$ cat config.mk
export PLATFORM = sky130hd
export DESIGN_NAME = seq_pattern_gen
export DESIGN_NICKNAME = d
export VERILOG_FILES = /design/src/rtl/seq_pkg.sv /design/src/rtl/seq_prbs7.sv /design/src/rtl/seq_pattern_gen.sv
export SDC_FILE = /design/constraint.sdc
export NUM_CORES = 1
export LEC_CHECK = 0
export CAP_MARGIN = 20
export CORE_MARGIN = 2
export CORE_UTILIZATION = 60
export DETAILED_ROUTE_END_ITERATION = 10
export DONT_BUFFER_PORTS = 1
export GPL_TIMING_DRIVEN = 0
export PLACE_DENSITY = 0.87
export SETUP_SLACK_MARGIN = 0.2
export SKIP_LAST_GASP = 1
export SLEW_MARGIN = 25
export SYNTH_ARGS = -nofsm -noshare
export SYNTH_HDL_FRONTEND = slang
export SYNTH_HIERARCHICAL = 1
export SYNTH_SLANG_ARGS = --single-unit
$ cat constraint.sdc
create_clock -name clk -period 2.6 [get_ports clk]
set_input_delay 0.65 -clock clk [delete_from_list [all_inputs] [get_ports clk]]
set_output_delay 0.65 -clock clk [all_outputs]
set_load 0.02 [all_outputs]
$ cat src/rtl/seq_pkg.sv
// Shared definitions for the serial pattern generator, the detector blocks and their benches.
package seq_pkg;

    typedef enum logic [1:0] {
        ST_IDLE  = 2'd0,
        ST_SHIFT = 2'd1,
        ST_GAP   = 2'd2,
        ST_DONE  = 2'd3
    } seq_state_e;

    localparam logic [6:0] PRBS7_SEED   = 7'h7F;
    localparam int         PRBS7_TAP_HI = 6;
    localparam int         PRBS7_TAP_LO = 5;

    // x^7 + x^6 + 1: the new bit enters at bit 0 and is the generator's output bit
    function automatic logic [6:0] prbs7_step(input logic [6:0] s);
        return {s[5:0], s[PRBS7_TAP_HI] ^ s[PRBS7_TAP_LO]};
    endfunction

endpackage

$ cat src/rtl/seq_prbs7.sv
// PRBS-7 (x^7+x^6+1) generator, seeded from seq_pkg on reset; prbs_bit is the bit
// produced by the step taken when en is high.
module seq_prbs7
    import seq_pkg::*;
(
    input  logic clk,
    input  logic reset,
    input  logic en,
    output logic prbs_bit
);

    logic [6:0] lfsr_q;
    logic [6:0] lfsr_d;
    logic [6:0] lfsr_next;

    always_comb begin
        lfsr_next = prbs7_step(lfsr_q);
        lfsr_d    = en ? lfsr_next : lfsr_q;
    end

    assign prbs_bit = lfsr_next[0];

    always_ff @(posedge clk) begin
        if (reset) begin
            lfsr_q <= PRBS7_SEED;
        end else begin
            lfsr_q <= lfsr_d;
        end
    end

endmodule

$ cat src/rtl/seq_pattern_gen.sv
// Serial pattern transmitter: shifts a captured pattern out MSB first, repeated with idle gaps.
// Define SEQ_GEN_PRBS_EN to fill the gaps from a PRBS-7 generator instead of the idle level.
module seq_pattern_gen
    import seq_pkg::*;
#(
    parameter int PAT_W = 3,
    parameter int CNT_W = 8,
    parameter int GAP_W = 4
) (
    input  logic             clk,
    input  logic             reset,
    input  logic             start,
    input  logic             abort,
    input  logic [PAT_W-1:0] pattern,
    input  logic [CNT_W-1:0] repeat_cnt,
    input  logic [GAP_W-1:0] gap,
    input  logic             idle_level,
    output logic             xout,
    output logic             xout_valid,
    output logic             sop,
    output logic             busy,
    output logic             done
);

    localparam int              IDX_W    = $clog2(PAT_W);
    localparam logic [IDX_W-1:0] LAST_IDX = IDX_W'(PAT_W - 1);

    seq_state_e       state_q, state_d;
    logic [IDX_W-1:0] bit_idx_q, bit_idx_d;
    logic [CNT_W-1:0] remaining_q, remaining_d;
    logic [GAP_W-1:0] gap_ctr_q, gap_ctr_d;
    logic [PAT_W-1:0] pat_q, pat_d;
    logic [GAP_W-1:0] gap_len_q, gap_len_d;
    logic             idle_lvl_q, idle_lvl_d;
    logic             xout_q, xout_d;
    logic             xout_valid_q, xout_valid_d;
    logic             sop_q, sop_d;
    logic             busy_q, busy_d;
    logic             done_q, done_d;
    logic             fill_bit;

`ifdef SEQ_GEN_PRBS_EN
    logic prbs_en;
    logic prbs_bit;

    assign prbs_en  = (state_d == ST_GAP);
    assign fill_bit = prbs_bit;

    seq_prbs7 u_prbs7 (
        .clk      (clk),
        .reset    (reset),
        .en       (prbs_en),
        .prbs_bit (prbs_bit)
    );
`else
    assign fill_bit = idle_lvl_d;
`endif

    always_comb begin
        state_d     = state_q;
        bit_idx_d   = bit_idx_q;
        remaining_d = remaining_q;
        gap_ctr_d   = gap_ctr_q;
        pat_d       = pat_q;
        gap_len_d   = gap_len_q;
        idle_lvl_d  = idle_lvl_q;
        if (abort) begin
            state_d = ST_IDLE;
        end else begin
            case (state_q)
                ST_IDLE: begin
                    if (start) begin
                        pat_d       = pattern;
                        gap_len_d   = gap;
                        idle_lvl_d  = idle_level;
                        bit_idx_d   = '0;
                        remaining_d = repeat_cnt;
                        state_d     = (repeat_cnt == '0) ? ST_DONE : ST_SHIFT;
                    end
                end
                ST_SHIFT: begin
                    if (bit_idx_q == LAST_IDX) begin
                        remaining_d = remaining_q - CNT_W'(1);
                        bit_idx_d   = '0;
                        if (remaining_q == CNT_W'(1)) begin
                            state_d = ST_DONE;
                        end else if (gap_len_q != '0) begin
                            state_d   = ST_GAP;
                            gap_ctr_d = gap_len_q;
                        end
                    end else begin
                        bit_idx_d = bit_idx_q + IDX_W'(1);
                    end
                end
                ST_GAP: begin
                    if (gap_ctr_q == GAP_W'(1)) begin
                        state_d = ST_SHIFT;
                    end else begin
                        gap_ctr_d = gap_ctr_q - GAP_W'(1);
                    end
                end
                ST_DONE: state_d = ST_IDLE;
                default: state_d = ST_IDLE;
            endcase
        end
    end

    // Outputs are decoded from the state being entered so they line up with it once registered
    always_comb begin
        xout_d       = idle_lvl_d;
        xout_valid_d = 1'b0;
        sop_d        = 1'b0;
        busy_d       = 1'b0;
        done_d       = 1'b0;
        case (state_d)
            ST_SHIFT: begin
                xout_d       = pat_d[LAST_IDX - bit_idx_d];
                xout_valid_d = 1'b1;
                sop_d        = (bit_idx_d == '0);
                busy_d       = 1'b1;
            end
            ST_GAP: begin
                xout_d = fill_bit;
                busy_d = 1'b1;
            end
            ST_DONE: begin
                busy_d = 1'b1;
                done_d = 1'b1;
            end
            default: ;
        endcase
    end

    always_ff @(posedge clk) begin
        if (reset) begin
            state_q      <= ST_IDLE;
            bit_idx_q    <= '0;
            remaining_q  <= '0;
            gap_ctr_q    <= '0;
            pat_q        <= '0;
            gap_len_q    <= '0;
            idle_lvl_q   <= 1'b0;
            xout_q       <= 1'b0;
            xout_valid_q <= 1'b0;
            sop_q        <= 1'b0;
            busy_q       <= 1'b0;
            done_q       <= 1'b0;
        end else begin
            state_q      <= state_d;
            bit_idx_q    <= bit_idx_d;
            remaining_q  <= remaining_d;
            gap_ctr_q    <= gap_ctr_d;
            pat_q        <= pat_d;
            gap_len_q    <= gap_len_d;
            idle_lvl_q   <= idle_lvl_d;
            xout_q       <= xout_d;
            xout_valid_q <= xout_valid_d;
            sop_q        <= sop_d;
            busy_q       <= busy_d;
            done_q       <= done_d;
        end
    end

    assign xout       = xout_q;
    assign xout_valid = xout_valid_q;
    assign sop        = sop_q;
    assign busy       = busy_q;
    assign done       = done_q;

endmodule
==> results.py, run 1 <==
metrics = {
    "global_routing": {
        "gr-total-overflow": 0,
        "antenna_found_initial": 0,
        "grt_pass1_wl_um": 6170,
        "track_usage": 0.251,
        "grt_pass1_vias": 1445,
        "grt_start_max_net_pins": 11,
    },
    "finish": {
        "nFillCells": 197,
        "multi_input_area_sq_um": 952,
        "layout_commonest_cell": "nor2_1",
        "seq_area_sq_um": 581,
        "drive_gt1_frac": 0.127,
        "finalNetCount": 222,
        "mostFrequentLayoutCells": "32 x nor2_1, 29 x dfxtp_1, 17 x a21oi_1",
        "fin_area_sq_um": 1710,
        "area_growth_pct": 5.74,
        "antenna_cells": 0,
    },
    "setup_path": {
        "path_class": "reg -> reg",
        "cp-end-kind": "flip-flop",
        "crit_fanout": 10,
        "reg2reg_from": "state_q[0]$_SDFF_PP0_",
        "rr_endpoint": "xout$_SDFF_PP0_",
        "critPathLaunch": "state_q[0]$_SDFF_PP0_",
        "crit_path_end": "xout$_SDFF_PP0_",
        "reg2reg_slack_ns": 0.59,
        "worst_ep_arrival_time_ns": 2.24,
        "cp.required_ns": 2.82,
        "r2r_cells": 7,
        "cp-start-kind": "flip-flop",
    },
    "sta": {
        "holdWs_ns": 0.479,
        "slew_viol_final": 0,
        "slew_headroom": 0.647,
        "period_needed_ns": 2.01,
        "fmax_mhz": 497,
        "rsz0062_at_grt": "false",
        "setup_viol": 0,
        "hold_violations": 0,
        "totalNegativeSetupSlack_ns": 0,
        "fin_crit_sh": 0.774,
        "worst_clock_skew_ns": 0.0106,
        "worstMarginPinSlew_ns": 0.529,
    },
    "synthesis": {
        "synth_area_per_cell_sq_um": 8.49,
        "synth_cell_types": 49,
        "synthFlopType": "dfxtp_1",
        "syn-instance-count": 190,
        "seq_area_frac_synth": 0.360,
        "syn-num-nets": 215,
        "yosysWarnings": 6,
        "async_flop_share": 0,
        "synth.cell_area_sq_um": 1610,
        "synth_edf_count": 0,
        "synth_seq_cells": 29,
    },
    "detailed_routing": {
        "drtIter0Drc": 62,
        "ant_nets": 0,
        "highest_layer": "met4",
        "m1WireLength_um": 1570,
        "vias_per_cell": 6.40,
        "wl_per_cell_um": 16.2,
        "totalWireLength_um": 3680,
        "wl_met3_um": 216,
        "via_count": 1452,
        "drc_errors": 0,
        "detail_route.first_pass.iterations": 4,
        "met2_wirelength_um": 1850,
    },
    "cts": {
        "cts_setup_buffers": 0,
        "cts_hold_buf": 0,
        "cts_tree": "done",
        "insertion_delay_ns": 0.33,
        "clk_pin_slew_ns": 0.09,
        "cts.htree.levels": 2,
        "cts_root_buffer": "clkbuf_4",
        "ctsResizeCount": 0,
        "clockBufferDepth": 2,
        "cts_buffers": 5,
        "cts_sinks": 29,
    },
    "placed_design": {
        "hpwl_um": 2660,
        "place_area_sq_um": 1650,
        "io_buffers": 0,
        "gp_congestion": 0.895,
    },
    "power_and_ir_drop": {
        "p_per_area_nw_per_um2": 530,
        "p_leak_nw": 0.617,
        "ir_drop_mv": 0.459,
    },
    "run": {
        "drv_cap": 0,
    },
    "floorplan": {
        "core_area_sq_um": 2520,
        "top_level_ports": 25,
        "num_rows": 18,
        "die_x_um": 55.9,
        "initial_core_util": 0.640,
        "die_h_um": 55.9,
        "die_area_sq_um": 3120,
    },
    "outcome": {
        "status": "finished clean",
    },
    "min_path": {
        "min_path_type": "in -> reg",
    },
}
## where the power goes
part	switching, mW	leakage (nW)	internal [mW]	total (mW)
logic	0.0819	0.350	0.0577	0.140
registers	0.0224	0.237	0.464	0.486
clock network	0.151	0.0314	0.127	0.278
## area by class of cell
class                      instances  area share
multi-input combinational        145       0.558
sequential                        29       0.340
buffer                            10      0.0345
clock buffer                       7      0.0323
tap                               30      0.0220
inverter                           6      0.0132
## worst max-delay path: stages (launching register included)
cell and delay, ns:
dfxtp_1 0.42, buf_4 0.21, nor2_1 0.07, o31ai_1 0.27, and2_1 0.24, ha_1 0.26
o211a_1 0.11, o32a_1 0.33
## cell usage after synthesis (all sizes together), types with 4 or more instances
library cell | count | area share
dfxtp | 29 | 0.36
clkbuf | 4 | 0.0093
a211oi | 4 | 0.022
buf | 6 | 0.027
nand2 | 11 | 0.026
nand2b | 6 | 0.023
nor3 | 5 | 0.019
a21oi | 17 | 0.053
mux2i | 8 | 0.050
inv | 6 | 0.014
nand3 | 6 | 0.022
nor3b | 4 | 0.026
ha | 5 | 0.039
nor2 | 32 | 0.074
o21ai | 8 | 0.025
## per-stage QoR
step	setup slack, ns	power, mW	std cells	util
global placement	0.345	0.626	220	0.655
detailed placement	0.270	0.633	220	0.655
global route	0.413	0.949	227	0.677
finish	0.587	0.904	227	0.677
floorplan	0.415	0.603	190	-
CTS	0.585	0.903	227	0.677
## worst min path at each step
stage / from / end / cells after the start
floorplan: remaining_q[1]$_SDFFE_PP0P_ / remaining_q[1]$_SDFFE_PP0P_ / 2
global placement: remaining_q[1]$_SDFFE_PP0P_ / remaining_q[1]$_SDFFE_PP0P_ / 2
detailed placement: remaining_q[5]$_SDFFE_PP0P_ / remaining_q[5]$_SDFFE_PP0P_ / 2
CTS: gap[3] / gap_len_q[3]$_SDFFE_PP0P_ / 2
global route: gap[3] / gap_len_q[3]$_SDFFE_PP0P_ / 2
finish: gap[3] / gap_len_q[3]$_SDFFE_PP0P_ / 2
## state kept, by name, indices dropped and copies added, names as in the netlist
signal	flops
done	1
gap_ctr_q	4
pat_q	3
bit_idx_q	2
state_q	2
sop	1
xout	1
remaining_q	8
xout_valid	1
busy	1
idle_lvl_q	1
gap_len_q	4
## logic make-up after synthesis
| kind of cell | Yosys count | synth area share |
|---|---|---|
| AND/OR/NAND/NOR | 84 | 0.293 |
| AO/OA/AOI/OAI | 47 | 0.202 |
| flip-flops | 29 | 0.360 |
| buffers and inverters | 16 | 0.0504 |
| multiplexers | 9 | 0.0566 |
| adder cells (fa/ha/maj) | 5 | 0.0388 |
## metal layers
layer  track usage  up-vias
met3        0.0814        7
met4         0.116        0
met2         0.417       61
met1         0.294      682
li1              -      702
met5             0        -
Note: power is estimated with default switching activity, not from simulation.
==> inputs of run 2 (changes only) <==
Settings changed: ABC_AREA set to 1.
Clock period 2.6 ns to 1.9 ns, I/O delays scaled along.
==> run 2 against run 1 <==
Effect of this change: sequential share of layout area shrank 1.9 points; register-to-register slack lost 0.24 ns; sequential power grew 40%; global-route usage grew 0.17 points; final area grew 7.3%; core utilization grew 4.9 points; highest routed layer unchanged; die area grew 0.65%.
==> results.py, run 2 <==
metrics = {
    "cts": {
        "cts.htree.levels": 2,
        "clk_pin_slew_ns": 0.10,
        "cts_root_buffer": "clkbuf_4",
        "clockBufferDepth": 2,
        "cts_buffers": 5,
        "cts_tree": "done",
        "insertion_delay_ns": 0.35,
        "cts_sinks": 29,
    },
    "placed_design": {
        "io_buffers": 0,
        "dp_slack_ns": 0.147,
        "gp_congestion": 0.854,
        "place_area_sq_um": 1660,
        "hpwl_um": 2600,
    },
    "synthesis": {
        "synth_area_per_cell_sq_um": 6.72,
        "synth_top_family_by_area": "simple AND/OR/NAND/NOR gates",
        "post-synth-top-area-cell": "dfxtp_1",
        "synth_seq_cells": 29,
        "muxShareOfSynthArea": 0,
        "synth_xor_area_frac": 0.0216,
        "synth_top_area_frac": 0.357,
        "async_flop_share": 0,
        "synthFlopType": "dfxtp_1",
        "seq_area_frac_synth": 0.357,
        "synth.cell_area_sq_um": 1630,
        "synth-simple-area-share": 0.323,
        "synth_commonest_cells": "52 x nand2_1, 37 x nor2_1, 31 x inv_1, 29 x dfxtp_1, 18 x o21ai_0",
        "syn-instance-count": 242,
        "ys_top_cells_by_area": "dfxtp_1 36%, nand2_1 12%, nor2_1 8.5%",
        "synth_fa_ha_area_frac": 0.0385,
        "synth.most_common_cell": "nand2_1",
        "syn-num-nets": 267,
        "yosysWarnings": 6,
        "synth_edf_count": 0,
        "synth_cell_types": 31,
        "synth_compound_area_frac": 0.156,
    },
    "floorplan": {
        "num_rows": 18,
        "initial_core_util": 0.644,
        "core_area_sq_um": 2520,
        "top_level_ports": 25,
        "die_area_sq_um": 3140,
        "die_h_um": 56.0,
        "die_x_um": 56.0,
    },
    "power_and_ir_drop": {
        "power.share.clock": 0.404,
        "p_int_mw": 1.16,
        "p_per_area_nw_per_um2": 876,
        "p_sw_frac": 0.279,
        "seqPwrFrac": 0.423,
        "combPwrFrac": 0.173,
        "ir_drop_mv": 0.995,
        "power_switching_mw": 0.448,
        "p_leak_nw": 0.799,
    },
    "detailed_routing": {
        "drtIter0Drc": 49,
        "drc_errors": 0,
        "wl_per_cell_um": 13.0,
        "m1WireLength_um": 1570,
        "wl_met3_um": 205,
        "totalWireLength_um": 3670,
        "vias_per_cell": 5.33,
        "highest_layer": "met4",
        "ant_nets": 0,
        "via_count": 1509,
        "detail_route.first_pass.iterations": 5,
        "met2_wirelength_um": 1790,
    },
    "setup_path": {
        "cp.required_ns": 2.20,
        "cp-start-kind": "flip-flop",
        "worst_ep_arrival_time_ns": 1.85,
        "crit_fanout": 4,
        "cp-end-kind": "flip-flop",
        "path_class": "reg -> reg",
    },
    "outcome": {
        "status": "finished clean",
    },
    "sta": {
        "slew_headroom": 0.655,
        "setup_viol": 0,
        "hold_violations": 0,
        "holdWs_ns": 0.181,
        "rsz0062_at_grt": "false",
        "layout_setup_ws_ns": 0.346,
        "worstMarginPinSlew_ns": 0.518,
        "fin_crit_sh": 0.818,
        "period_needed_ns": 1.55,
        "slew_viol_final": 0,
        "fmax_mhz": 644,
        "worst_clock_skew_ns": 0.00431,
        "totalNegativeSetupSlack_ns": 0,
    },
    "finish": {
        "reg_top3": "remaining_q (8), gap_ctr_q (4), gap_len_q (4)",
        "mostFrequentLayoutCells": "51 x nand2_1, 37 x nor2_1, 30 x inv_1",
        "largest_register_ffs": 8,
        "area_growth_pct": 12.6,
        "finalNetCount": 277,
        "drive_gt1_frac": 0.166,
        "largest-register": "remaining_q",
        "antenna_cells": 0,
        "fin_area_sq_um": 1830,
        "layout_commonest_cell": "nand2_1",
    },
    "global_routing": {
        "grt_pass1_wl_um": 6150,
        "grt_start_max_net_pins": 11,
        "antenna_found_initial": 0,
        "track_usage": 0.253,
        "gr-total-overflow": 0,
        "grt_pass1_vias": 1461,
    },
    "min_path": {
        "min_path_type": "in -> reg",
    },
    "run": {
        "drv_cap": 0,
    },
}
-- run 2: cells by family after synthesis --
logic type | count (synthesis)
and+or+nand+nor | 118
AOI/OAI and AO/OA | 46
buffers and inverters | 40
DFF | 29
adders and majority gates | 5
xor gates and xnor gates | 4
-- run 2: through the flow --
stage / instances / power, mW / util
CTS: 281 / 1.59 / 0.706
detailed placement: 272 / 0.950 / 0.659
floorplan: 242 / 0.901 / -
global placement: 272 / 0.941 / 0.659
finish: 283 / 1.60 / 0.726
global route: 283 / 1.68 / 0.726
-- run 2: cell type report --
class	instances	area, sq um
inverters	35	131
plain buffers	5	37.5
fillers	216	692
flip-flops and latches	29	588
clock buffers	5	37.5
repair buffers	3	22.5
well taps	30	37.5
clock inverters	3	65.1
multi-input cells	173	911
-- run 2: path summary, 6_finish.rpt --
| path | startpoint | end | slack, ns | cells after the start |
|---|---|---|---|---|
| max | state_q[0]$_SDFF_PP0_ | xout$_SDFF_PP0_ | 0.35 | 12 |
| min | reset | gap_ctr_q[2]$_SDFFE_PP0P_ | 0.18 | 1 |
| max reg2reg | state_q[0]$_SDFF_PP0_ | xout$_SDFF_PP0_ | 0.35 | 12 |
| min reg2reg | remaining_q[5]$_SDFFE_PP0P_ | remaining_q[5]$_SDFFE_PP0P_ | 0.47 | 2 |
-- run 2: what timing repair did --
item | in CTS | in global routing
setup endpoints to repair | 1 | 1
buffers inserted | 1 | 2
resized for setup | 3 | 8
pin swaps | 1 | 2
hold buffers | 0 | 0
-- run 2: worst max-delay path: stages, from the launching register on --
cell and delay (ns):
dfxtp_4 0.37, nor2_4 0.15, nand2_2 0.08, nand2_2 0.09, inv_1 0.06, o22ai_2 0.10
inv_2 0.08, ha_4 0.24, a21oi_2 0.09, nand2_1 0.05, nand2_1 0.06, nor2_1 0.04
nor2_1 0.08
-- run 2: layer usage --
metal / global-route usage / up-vias
li1: - / 785
met1: 0.288 / 672
met2: 0.408 / 40
met3: 0.102 / 12
met4: 0.122 / 0
met5: 0 / -
-- run 2: power groups by stage --
stage / Sequential [mW] / Combinational (mW) / Clock, mW
floorplan: 0.687 / 0.214 / 0
global placement: 0.691 / 0.250 / 0
detailed placement: 0.693 / 0.258 / 0
CTS: 0.680 / 0.264 / 0.646
global route: 0.683 / 0.318 / 0.677
finish: 0.679 / 0.278 / 0.647
==> inputs of run 3 (changes only) <==
Clock period 1.9 ns to 1.55 ns, I/O delays scaled along.
==> run 3 against run 2 <==
Effect of this change: hold slack worse by 0.086 ns; combinational power up 51%; routed wire length increased by 19%; first-iteration DRC count up 84%; critical path depth stayed put; maximum frequency up 2.7%; clock power up 3%; flip-flop and latch count unchanged; count of clock-buffer cells in the layout up 2; non-clock buffer count up 10; critical path type unchanged; critical endpoint unchanged.
==> results.py, run 3 (synthesized netlist as in run 2, its figures left out) <==
metrics = {
    "detailed_routing": {
        "drtIter0Drc": 90,
        "vias_per_cell": 5.67,
        "ant_nets": 0,
        "via_count": 1661,
        "wl_per_cell_um": 14.9,
        "detail_route.first_pass.iterations": 4,
        "drc_errors": 0,
        "totalWireLength_um": 4380,
    },
    "finish": {
        "reg_top3": "remaining_q (8), gap_ctr_q (4), gap_len_q (4)",
        "largest_register_ffs": 8,
        "layout_commonest_cell": "nand2_1",
        "mostFrequentLayoutCells": "43 x nand2_1, 33 x nor2_1, 25 x inv_1",
        "fin_area_sq_um": 2040,
        "largest-register": "remaining_q",
        "final_core_util": 0.808,
        "finalNetCount": 287,
        "drive_gt1_frac": 0.304,
        "antenna_cells": 0,
        "area_growth_pct": 25.3,
    },
    "sta": {
        "fin_crit_sh": 0.976,
        "worstMarginPinSlew_ns": 0.490,
        "slew_viol_final": 0,
        "setup_viol": 0,
        "rsz0062_at_grt": "true",
        "totalNegativeSetupSlack_ns": 0,
        "worst_clock_skew_ns": 0.00166,
        "period_needed_ns": 1.51,
        "hold_violations": 0,
        "fmax_mhz": 661,
        "holdWs_ns": 0.0951,
        "slew_headroom": 0.673,
    },
    "setup_path": {
        "path_class": "reg -> reg",
        "worst_ep_arrival_time_ns": 1.80,
        "path_cells": "inv_4 > nor2_4 > buf_4 > buf_6 > nand2_2 > nand2_1 > nor2_1 > nand3_2 > and2_1 > nand2_1 > nor2_1 > nor2_1",
        "crit_slowest_cell": "dfxtp_4",
        "cp-start-kind": "flip-flop",
        "crit_fanout": 7,
        "cpPeakStageDelay_ns": 0.38,
        "cp.required_ns": 1.83,
        "cp_common_cell": "nor2_1",
        "cp-end-kind": "flip-flop",
    },
    "cts": {
        "clk_pin_slew_ns": 0.09,
        "cts_tree": "done",
        "clockBufferDepth": 2,
        "cts_sinks": 29,
        "cts_buffers": 5,
        "cts_hold_buf": 0,
        "cts.htree.levels": 2,
        "insertion_delay_ns": 0.34,
        "cts_root_buffer": "clkbuf_4",
    },
    "floorplan": {
        "die_x_um": 56.0,
        "top_level_ports": 25,
        "core_area_sq_um": 2520,
        "die_h_um": 56.0,
        "initial_core_util": 0.644,
        "die_area_sq_um": 3140,
        "num_rows": 18,
    },
    "placed_design": {
        "hpwl_um": 2510,
        "io_buffers": 0,
        "place_area_sq_um": 1670,
        "gp_congestion": 0.848,
    },
    "power_and_ir_drop": {
        "p_leak_nw": 0.869,
        "power_mw": 1.92,
        "p_per_area_nw_per_um2": 944,
        "ir_drop_mv": 1.14,
    },
    "min_path": {
        "min_path_type": "in -> reg",
    },
    "global_routing": {
        "antenna_found_initial": 0,
        "track_usage": 0.243,
        "grt_start_max_net_pins": 11,
        "gr-total-overflow": 0,
        "grt_pass1_wl_um": 6010,
        "grt_pass1_vias": 1443,
    },
    "outcome": {
        "status": "finished clean",
    },
    "run": {
        "drv_cap": 0,
    },
}
## run 3: cell count changes in the layout (fill, tap and decap cells not counted), moves of 3 or more
| cell | delta |
|---|---|
| buf_6 | +3 |
| dfxtp_1 | -3 |
| o21ai_0 | -4 |
| dfxtp_2 | +3 |
| nand2_1 | -8 |
| buf_4 | +7 |
| nor2_1 | -4 |
| o21ai_1 | +3 |
| inv_2 | +3 |
| nand2_2 | +5 |
| inv_4 | +3 |
| inv_1 | -5 |
## run 3: layout make-up
class	instances	area, sq um
multi-input cells	173	1040
flip-flops and latches	29	592
fillers	167	485
inverters	35	139
repair buffers	13	109
clock buffers	7	55.1
plain buffers	5	37.5
well taps	30	37.5
clock inverters	1	30.0
## run 3: worst max-delay path: cells and delay by family, from the launching register on
kind	cells	cell delay, ns
and+or+nand+nor	9	0.74
DFF	1	0.38
buffers and inverters	3	0.34
## run 3: routing by layer
layer  GRT usage  vias to the layer above  part of all wire
met5           0                        -                 0
met4       0.119                        0             0.040
met3      0.0535                       22             0.050
met2       0.408                       61              0.50
met1       0.290                      769              0.41
li1            -                      809                 -
## run 3: final timing paths
| kind | depth (start not counted) | startpoint | to | slack (ns) |
|---|---|---|---|---|
| max | 12 | state_q[0]$_SDFF_PP0_ | xout$_SDFF_PP0_ | 0.04 |
| min | 1 | reset | gap_ctr_q[2]$_SDFFE_PP0P_ | 0.1 |
| max reg2reg | 12 | state_q[0]$_SDFF_PP0_ | xout$_SDFF_PP0_ | 0.04 |
| min reg2reg | 2 | remaining_q[5]$_SDFFE_PP0P_ | remaining_q[5]$_SDFFE_PP0P_ | 0.47 |
## run 3: report_power, final
| part | leakage, nW | internal (mW) | switching (mW) |
|---|---|---|---|
| clock network | 0.0455 | 0.385 | 0.280 |
| registers | 0.240 | 0.792 | 0.0460 |
| logic | 0.584 | 0.163 | 0.257 |
| total | 0.869 | 1.34 | 0.583 |
## run 3: stage by stage
stage	cells	worst slack, ns
2_1_floorplan	242	0.0177
3_3_place_gp	272	-0.100
3_5_place_dp	272	-0.144
4_1_cts	285	0.0388
5_1_grt	293	-0.0620
6_report	293	0.0365
## run 3: what timing repair did
item | 4_1_cts | 5_1_grt
gates resized for setup | 14 | 44
endpoints found under the setup margin | 11 | 19
pin swaps | 6 | 6
setup buffers | 5 | 8
